===== src/rtl/dlx_pkg.sv =====
// Shared DLX control types: sequencer state encoding and pc update commands.
package dlx_pkg;

    typedef enum logic [1:0] {
        S_FETCH = 2'b00,
        S_EXEC  = 2'b01,
        S_WB    = 2'b10,
        S_FAULT = 2'b11
    } seq_state_t;

    localparam logic [1:0] PC_SEQ = 2'b00;
    localparam logic [1:0] PC_REL = 2'b10;
    localparam logic [1:0] PC_ABS = 2'b11;

    // br_kind 01 is a plain sequential step, same as 00.
    function automatic logic [1:0] map_br_kind(input logic [1:0] kind);
        logic [1:0] cmd;
        case (kind)
            PC_REL:  cmd = PC_REL;
            PC_ABS:  cmd = PC_ABS;
            default: cmd = PC_SEQ;
        endcase
        return cmd;
    endfunction

    function automatic logic is_misaligned_abs(input logic [1:0] kind, input logic [1:0] low2);
        return (kind == PC_ABS) && (low2 != 2'b00);
    endfunction

endpackage


===== src/rtl/pc_sequencer_fetch_watchdog.sv =====
// Saturating fetch-wait counter with synchronous clear and terminal-count flag.
module fetch_watchdog #(
    parameter int FETCH_TMO = 16
) (
    input  logic clk,
    input  logic reset_n,
    input  logic count_en,
    input  logic clear,
    output logic tc
);
    localparam int CW = $clog2(FETCH_TMO + 1);
    localparam logic [CW-1:0] TC_VAL  = CW'(FETCH_TMO - 1);
    localparam logic [CW-1:0] SAT_VAL = CW'(FETCH_TMO);

    logic [CW-1:0] cnt_r;

    // Count waiting fetch cycles; clear has priority, hold at saturation.
    always_ff @(posedge clk or negedge reset_n) begin
        if (!reset_n) begin
            cnt_r <= '0;
        end else if (clear) begin
            cnt_r <= '0;
        end else if (count_en && (cnt_r != SAT_VAL)) begin
            cnt_r <= cnt_r + CW'(1);
        end
    end

    assign tc = (cnt_r == TC_VAL);

endmodule


===== src/rtl/pc_sequencer.sv =====
// Fetch / execute / pc-writeback sequencer with fetch watchdog and misaligned-target fault.
module pc_sequencer
    import dlx_pkg::*;
#(
    parameter int AW        = 32,
    parameter int FETCH_TMO = 16
) (
    input  logic          clk,
    input  logic          reset_n,
    input  logic [AW-1:0] i_address,
    output logic          i_req,
    input  logic          i_ack,
    input  logic [AW-1:0] i_data,
    output logic [AW-1:0] instr,
    output logic          instr_valid,
    input  logic          ex_done,
    input  logic [1:0]    br_kind,
    input  logic [AW-1:0] br_value,
    input  logic          stall,
    output logic          pc_wb,
    output logic [1:0]    pc_cmd,
    output logic [AW-1:0] pc_v,
    output logic          fault
);
    seq_state_t state_r;
    seq_state_t state_next_s;
    logic       wd_count_s;
    logic       wd_clear_s;
    logic       wd_tc_s;

    // The pc value is owned and updated by the pc block; nothing here reads it.
    logic addr_unused_s;
    assign addr_unused_s = ^i_address;

    fetch_watchdog #(.FETCH_TMO(FETCH_TMO)) u_watchdog (
        .clk      (clk),
        .reset_n  (reset_n),
        .count_en (wd_count_s),
        .clear    (wd_clear_s),
        .tc       (wd_tc_s)
    );

    // Next-state and watchdog control; only a raised request can be acknowledged.
    always_comb begin
        state_next_s = state_r;
        wd_count_s   = 1'b0;
        wd_clear_s   = 1'b1;
        case (state_r)
            S_FETCH: begin
                wd_clear_s = 1'b0;
                if (i_req && i_ack) begin
                    wd_clear_s   = 1'b1;
                    state_next_s = S_EXEC;
                end else if (i_req) begin
                    if (wd_tc_s) begin
                        state_next_s = S_FAULT;
                    end else begin
                        wd_count_s = 1'b1;
                    end
                end else begin
                    state_next_s = S_FETCH;
                end
            end
            S_EXEC: begin
                if (ex_done) begin
                    if (is_misaligned_abs(br_kind, br_value[1:0])) begin
                        state_next_s = S_FAULT;
                    end else begin
                        state_next_s = S_WB;
                    end
                end else begin
                    state_next_s = S_EXEC;
                end
            end
            S_WB: begin
                if (!stall) begin
                    state_next_s = S_FETCH;
                end else begin
                    state_next_s = S_WB;
                end
            end
            S_FAULT: state_next_s = S_FAULT;
            default: state_next_s = S_FAULT;
        endcase
    end

    // State and registered outputs, all derived from the transition being taken.
    always_ff @(posedge clk or negedge reset_n) begin
        if (!reset_n) begin
            state_r     <= S_FETCH;
            i_req       <= 1'b0;
            instr       <= '0;
            instr_valid <= 1'b0;
            pc_wb       <= 1'b0;
            pc_cmd      <= PC_SEQ;
            pc_v        <= '0;
            fault       <= 1'b0;
        end else begin
            state_r     <= state_next_s;
            i_req       <= (state_r == S_FETCH) && (state_next_s == S_FETCH);
            instr_valid <= (state_next_s == S_EXEC);
            pc_wb       <= (state_r == S_WB) && (state_next_s == S_FETCH);
            if ((state_r == S_FETCH) && (state_next_s == S_EXEC)) begin
                instr <= i_data;
            end
            if ((state_r == S_EXEC) && (state_next_s == S_WB)) begin
                pc_cmd <= map_br_kind(br_kind);
                pc_v   <= (map_br_kind(br_kind) == PC_SEQ) ? '0 : br_value;
            end
            if (state_next_s == S_FAULT) begin
                fault <= 1'b1;
            end
        end
    end

endmodule


===== config.mk =====
export PLATFORM = sky130hd
export DESIGN_NAME = pc_sequencer
export DESIGN_NICKNAME = d
export VERILOG_FILES = /design/src/rtl/dlx_pkg.sv /design/src/rtl/pc_sequencer_fetch_watchdog.sv /design/src/rtl/pc_sequencer.sv
export SDC_FILE = /design/constraint.sdc
export NUM_CORES = 1
export LEC_CHECK = 0
export ABC_AREA = 1
export CELL_PAD_IN_SITES_DETAIL_PLACEMENT = 1
export CELL_PAD_IN_SITES_GLOBAL_PLACEMENT = 1
export CORE_ASPECT_RATIO = 1.1
export CORE_MARGIN = 2
export CORE_UTILIZATION = 30
export CTS_BUF_LIST = sky130_fd_sc_hd__clkbuf_16
export CTS_CLUSTER_SIZE = 12
export DETAILED_ROUTE_END_ITERATION = 7
export PLACE_DENSITY = 0.94
export SLEW_MARGIN = 20
export SYNTH_ARGS = -nofsm -noshare
export SYNTH_HDL_FRONTEND = slang
export SYNTH_SLANG_ARGS = --single-unit

===== constraint.sdc =====
create_clock -name clk -period 4.1 [get_ports clk]
set_input_delay 0.41 -clock clk [delete_from_list [all_inputs] [get_ports clk]]
set_output_delay 0.41 -clock clk [all_outputs]
set_load 0.01 [all_outputs]

After elaboration in Yosys (flattened, before gate mapping):

Cells that the tools add are included.

* bits in registers: 77
* bits of input ports: 103
* output and inout bits: 70

* add/sub/neg operators: 1
* reduce and logical (&&, ||, !) cells: 12
* multiplexer cells: 18
* eq/ne operators: 10

Operators by type and width (number)
* 32-bit 2-to-1 mux: 1
* 2-bit == test, second input constant: 6
* 2-bit 2-to-1 mux: 6
* 5-bit 2-to-1 mux: 2
* 2-bit one-hot mux with 4 select lines: 1
* 1-bit logical AND: 7
* 1-bit 2-to-1 mux: 7
* 2-bit logical NOT: 3
* 5-bit by 1-bit adder with 5-bit output, second input constant: 1
* 5-bit by 4-bit == test with 1-bit output, second input constant: 1
* 5-bit != test, second input constant: 1
* 2-bit by 1-bit == test with 1-bit output, second input constant: 2
* 2-bit one-hot mux with 2 select lines: 1
* 2-bit nonzero test: 2

Logic depth before layout (Yosys ltp):

* depth after elaboration: 10
* depth in mapped cells: 11
* depth with buffers taken out: 10

By module:

Synthesis repeated with hierarchy kept, for this count alone.

* cells, all modules: 363
* area total of the unflattened synthesis: 3235.6 µm²

By module, submodules not included
* pc_sequencer: cells an instance 321, times used 1, seq. area each 1801.7 µm², area each 2927.8 µm²
* fetch_watchdog: cells an instance 42, times used 1, seq. area each 125.1 µm², area each 307.8 µm²

Worst setup path before layout:

Ideal clock, no wire load.

* path kind: flip-flop to flip-flop
* from: register u_watchdog.cnt_r[0]
* to: register instr[10]
* arrival time: 1.667 ns
* clock period less this slack: 1.784 ns
* stages on the path, launching flop included: 12
* path slack: 2.316 ns
* library setup time: 0.117 ns
* path through: dfrtp_1 > ha_1 > nand2_1 > nor2_1 > ha_1 > o21ai_0 > nor2_2 > nor2_4 > nand3_2 > buf_4 > nand2_1 > nand2_1

* word-level cells in the longest chain between the ends: 7

RTL lines
* start, declared: line pc_sequencer_fetch_watchdog.sv:15 `logic [CW-1:0] cnt_r;`
* start signal, assigned: line pc_sequencer_fetch_watchdog.sv:24 `cnt_r <= cnt_r + CW'(1);`
* 5-bit by 4-bit == test with 1-bit output: line pc_sequencer_fetch_watchdog.sv:28 `assign tc = (cnt_r == TC_VAL);`
* 2-bit 2-to-1 mux: line pc_sequencer.sv:55 `if (wd_tc_s) begin`
* 2-bit 2-to-1 mux: line pc_sequencer.sv:54 `end else if (i_req) begin`
* 2-bit 2-to-1 mux: line pc_sequencer.sv:51 `if (i_req && i_ack) begin`
* 2-bit one-hot mux with 4 select lines: line pc_sequencer.sv:48 `case (state_r)`
* 2-bit by 1-bit == test with 1-bit output: line pc_sequencer.sv:103 `if ((state_r == S_FETCH) && (state_next_s == S_EXEC)) begin`
* 1-bit logical AND: line pc_sequencer.sv:103
* end signal, assigned: line pc_sequencer.sv:104 `instr <= i_data;`
* end, declared: line pc_sequencer.sv:14 `output logic [AW-1:0] instr,`

Every way passes these cells.
A chain may end at the register's enable or synchronous reset.

Worst setup path after layout:

* from: register u_watchdog.cnt_r[0]
* to: register instr[24]

Same word-level chain as after synthesis.

==> results.sh <==
export IMPL_h_tree_depth=3
export IMPL_instances_no_fill=639
export IMPL_grt_pass1_vias=3261
export IMPL_cp_max_fo=35
export IMPL_design_area_um2=5010
export IMPL_yosys_area_top_type="dfrtp_1"
export IMPL_netlist_area_um2=3210
export IMPL_crit_buf_inv=0
export IMPL_rsz0062_at_grt="no"
export IMPL_drcViolationCount=0
export IMPL_yosys_warnings=0
export IMPL_ant_nets=0
export IMPL_worst_path_max_delay_cell="nand3_2"
export IMPL_whs_path_depth=1
export IMPL_reg2reg_to="instr[24]"
export IMPL_dp_hpwl_um=6780
export IMPL_yosys_area_share_simple_pct=26.8
export IMPL_drtPass1Iterations=3
export IMPL_fmax_mhz=332
export IMPL_cts_reportedPaths_clkPinSlew_ns=0.06
export IMPL_status="finished clean"
export IMPL_ir_drop_uv=274
export IMPL_yosysUniqueCellTypes=21
export IMPL_synth_common_cells="145 x nand2_1, 77 x dfrtp_1, 39 x o21ai_0"
export IMPL_synthMuxAreaShare_pct=0
export IMPL_die_area_um2=11600
export IMPL_synth_nets=463
export IMPL_clk_path_buf_depth=2
export IMPL_clock_latency_ns=0.33
export IMPL_path_class="reg2reg"
export IMPL_num_rows=39
export IMPL_ys_ff_latch=77
export IMPL_clock_sinks=77
export IMPL_reg2regPathDepth=10
export IMPL_fin_skew_ns=0.00426
export IMPL_power_density_nw_per_um2=741
export IMPL_finalHoldViolCount=0
export IMPL_syn_avg_cell_area_um2=9.00
export IMPL_synthAdderAreaFrac_pct=1.17
export IMPL_worst_pin_slew_ns=0.805
export IMPL_grt_first_pass_wirelength_um=16000
export IMPL_ys_top_cells_by_area="dfrtp_1 60%, nand2_1 17%, nand4_1 6.6%"
export IMPL_cts_resized=0
export IMPL_synth_edf_count=0
export IMPL_synth_top_family_by_area="simple AND/OR/NAND/NOR gates"
export IMPL_place_gp_congestion=0.758
export IMPL_routed_wl_um=9650
export IMPL_cpMostUsedCell="nand2_1"
export IMPL_period_share_pct=73.5
export IMPL_start_util_pct=30.9
export IMPL_cts_tree="done"
export IMPL_ios=173
export IMPL_die_x_um=103
export IMPL_leakage_uw=0.00228
export IMPL_critPathArrivalTime_ns=3.23
export IMPL_synth_xor_area_share_pct=0.273
export IMPL_hold_ws_ns=0.466
export IMPL_area_delta_synth_final_pct=56.0
export IMPL_drive_above_1_share_pct=5.04
export IMPL_routed_via_count=3005
export IMPL_min_period_ns=3.01
export IMPL_timing_slew_headroom_pct=46.2
export IMPL_cpPeakStageDelay_ns=0.70
export IMPL_antenna_found_initial=0
export IMPL_synth_compound_area_share_pct=6.85
export IMPL_synth_top_area_share_pct=60.0
export IMPL_holdPathEnd="fault"
export IMPL_final_fill_count=1212
export IMPL_maxSlewViolCount=0
export IMPL_drv_cap=0
export IMPL_setup_tns_ns=0
export IMPL_synthCells=357
export IMPL_yosysMostFrequentCell="nand2_1"
export IMPL_ys_seq_area_share_pct=60.0
export IMPL_crit_reg2reg_launch="u_watchdog.cnt_r[0]"
export IMPL_ys_flop_type="dfrtp_1"
export IMPL_grt_max_degree=78
export IMPL_die_h_um=113
export IMPL_ys_async_sr_fraction_pct=100
export IMPL_grt_use_total_pct=17.7
export IMPL_min_from="fault"
export IMPL_placed_area_um2=4710
export IMPL_drt_wirelength_per_cell_um=15.1
export IMPL_placedCellCount=621
export IMPL_crit_required_ns=4.31
export IMPL_avgViaCountPerCell=4.70
export IMPL_cp_start_kind="register"
export IMPL_diodes=0
export IMPL_port_buffer_count=140
export IMPL_final_nets=597
export IMPL_grt_remaining_overflow=0
export IMPL_critPathTopFamily="simple AND/OR/NAND/NOR gates"
export IMPL_rrSetupSlack_ns=1.09
export IMPL_clockRootBuffer="clkbuf_16"
export IMPL_path_cells="ha_1 > nand2_1 > nor2_1 > ha_1 > o21ai_0 > nor2_2 > nor2_4 > nand3_2 > nand2_1 > nand2_1"
export IMPL_min_path_type="reg2reg"
export IMPL_drt_iter0_markers=95
export IMPL_core_area_um2=10400
export IMPL_numCtsBuffers=9
export IMPL_critPathCaptureType="register"
export IMPL_setup_viol=0
export IMPL_finalPower_uw=3720
## through the flow
step,setup slack (ns),utilization (%)
after global routing,0.764,48.2
final,1.09,48.2
after floorplan,2.32,-
after CTS,1.07,47.9
after global placement,1.22,45.3
after detailed placement,1.09,45.3
## how the worst max path moves through the flow
stage,from,end,slack [ns],cells past startpoint
2_1_floorplan,u_watchdog.cnt_r[0],instr[10],2.32,11
3_3_place_gp,u_watchdog.cnt_r[0],instr[22],1.22,10
3_5_place_dp,u_watchdog.cnt_r[0],instr[31],1.09,10
4_1_cts,u_watchdog.cnt_r[0],instr[31],1.07,10
5_1_grt,u_watchdog.cnt_r[0],instr[6],0.76,10
6_report,u_watchdog.cnt_r[0],instr[24],1.09,10
## power breakdown
part	switching (uW)	internal, uW
Sequential	204	1100
Combinational	894	804
Clock	309	405
## placed cells by master, fill, tap and decap left out, types with 2 or more instances in the layout
cell type,synthesis,routed
a21oi_1,2,2
buf_4,3,4
clkbuf_16,0,9
clkdlybuf4s50_1,0,139
clkinv_2,0,3
clkinvlp_4,0,2
dfrtp_1,77,77
ha_1,3,3
inv_1,14,14
nand2_1,145,145
nand3_1,4,4
nand4_1,34,34
nor2_1,7,7
nor2_4,2,2
o21ai_0,39,39
## area by class of cell
| type | instances | area (um^2) | share of cell area, % |
|---|---|---|---|
| Clock buffer | 9 | 225 | 4.49 |
| Multi-Input combinational cell | 244 | 1130 | 22.5 |
| Tap cell | 143 | 179 | 3.57 |
| Clock inverter | 7 | 42.5 | 0.849 |
| Inverter | 14 | 52.6 | 1.05 |
| Sequential cell | 77 | 1930 | 38.4 |
| Timing Repair Buffer | 145 | 1460 | 29.1 |
## worst reg2reg max path, delay by kind of cell (launching register included)
family / cells / cell delay [ns]
simple gates: 7 / 1.86
fa+ha+maj: 2 / 0.43
flops: 1 / 0.39
compound gates: 1 / 0.21
## flip-flops by register name, summed over array words and instances, names as in the netlist
register          flops
pc_v                 32
u_watchdog.cnt_r      5
pc_cmd                2
instr_valid           1
instr                32
i_req                 1
pc_wb                 1
state_r               2
fault                 1
## logic make-up (layout without fill, tap and decap cells)
| group | Yosys count | count (layout) |
|---|---|---|
| AO/OA/AOI/OAI | 43 | 43 |
| XOR/XNOR | 1 | 1 |
| adder cells (fa/ha/maj) | 3 | 3 |
| buffers and inverters | 36 | 175 |
| flip-flops | 77 | 77 |
| AND/OR/NAND/NOR | 197 | 197 |
## routing by layer
metal,up-vias,global-route usage [%],share of wire (%)
li1,1429,-,-
met1,1480,21.1,40
met2,83,30.2,53
met3,13,4.98,5.9
met4,0,6.13,1.8
met5,-,0,0
## repair_timing
action | CTS | global route
hold buffers | 0 | 1
hold endpoints to repair | 0 | 21
buffers inserted | 0 | 0
Power figures use the tool's default switching activity.
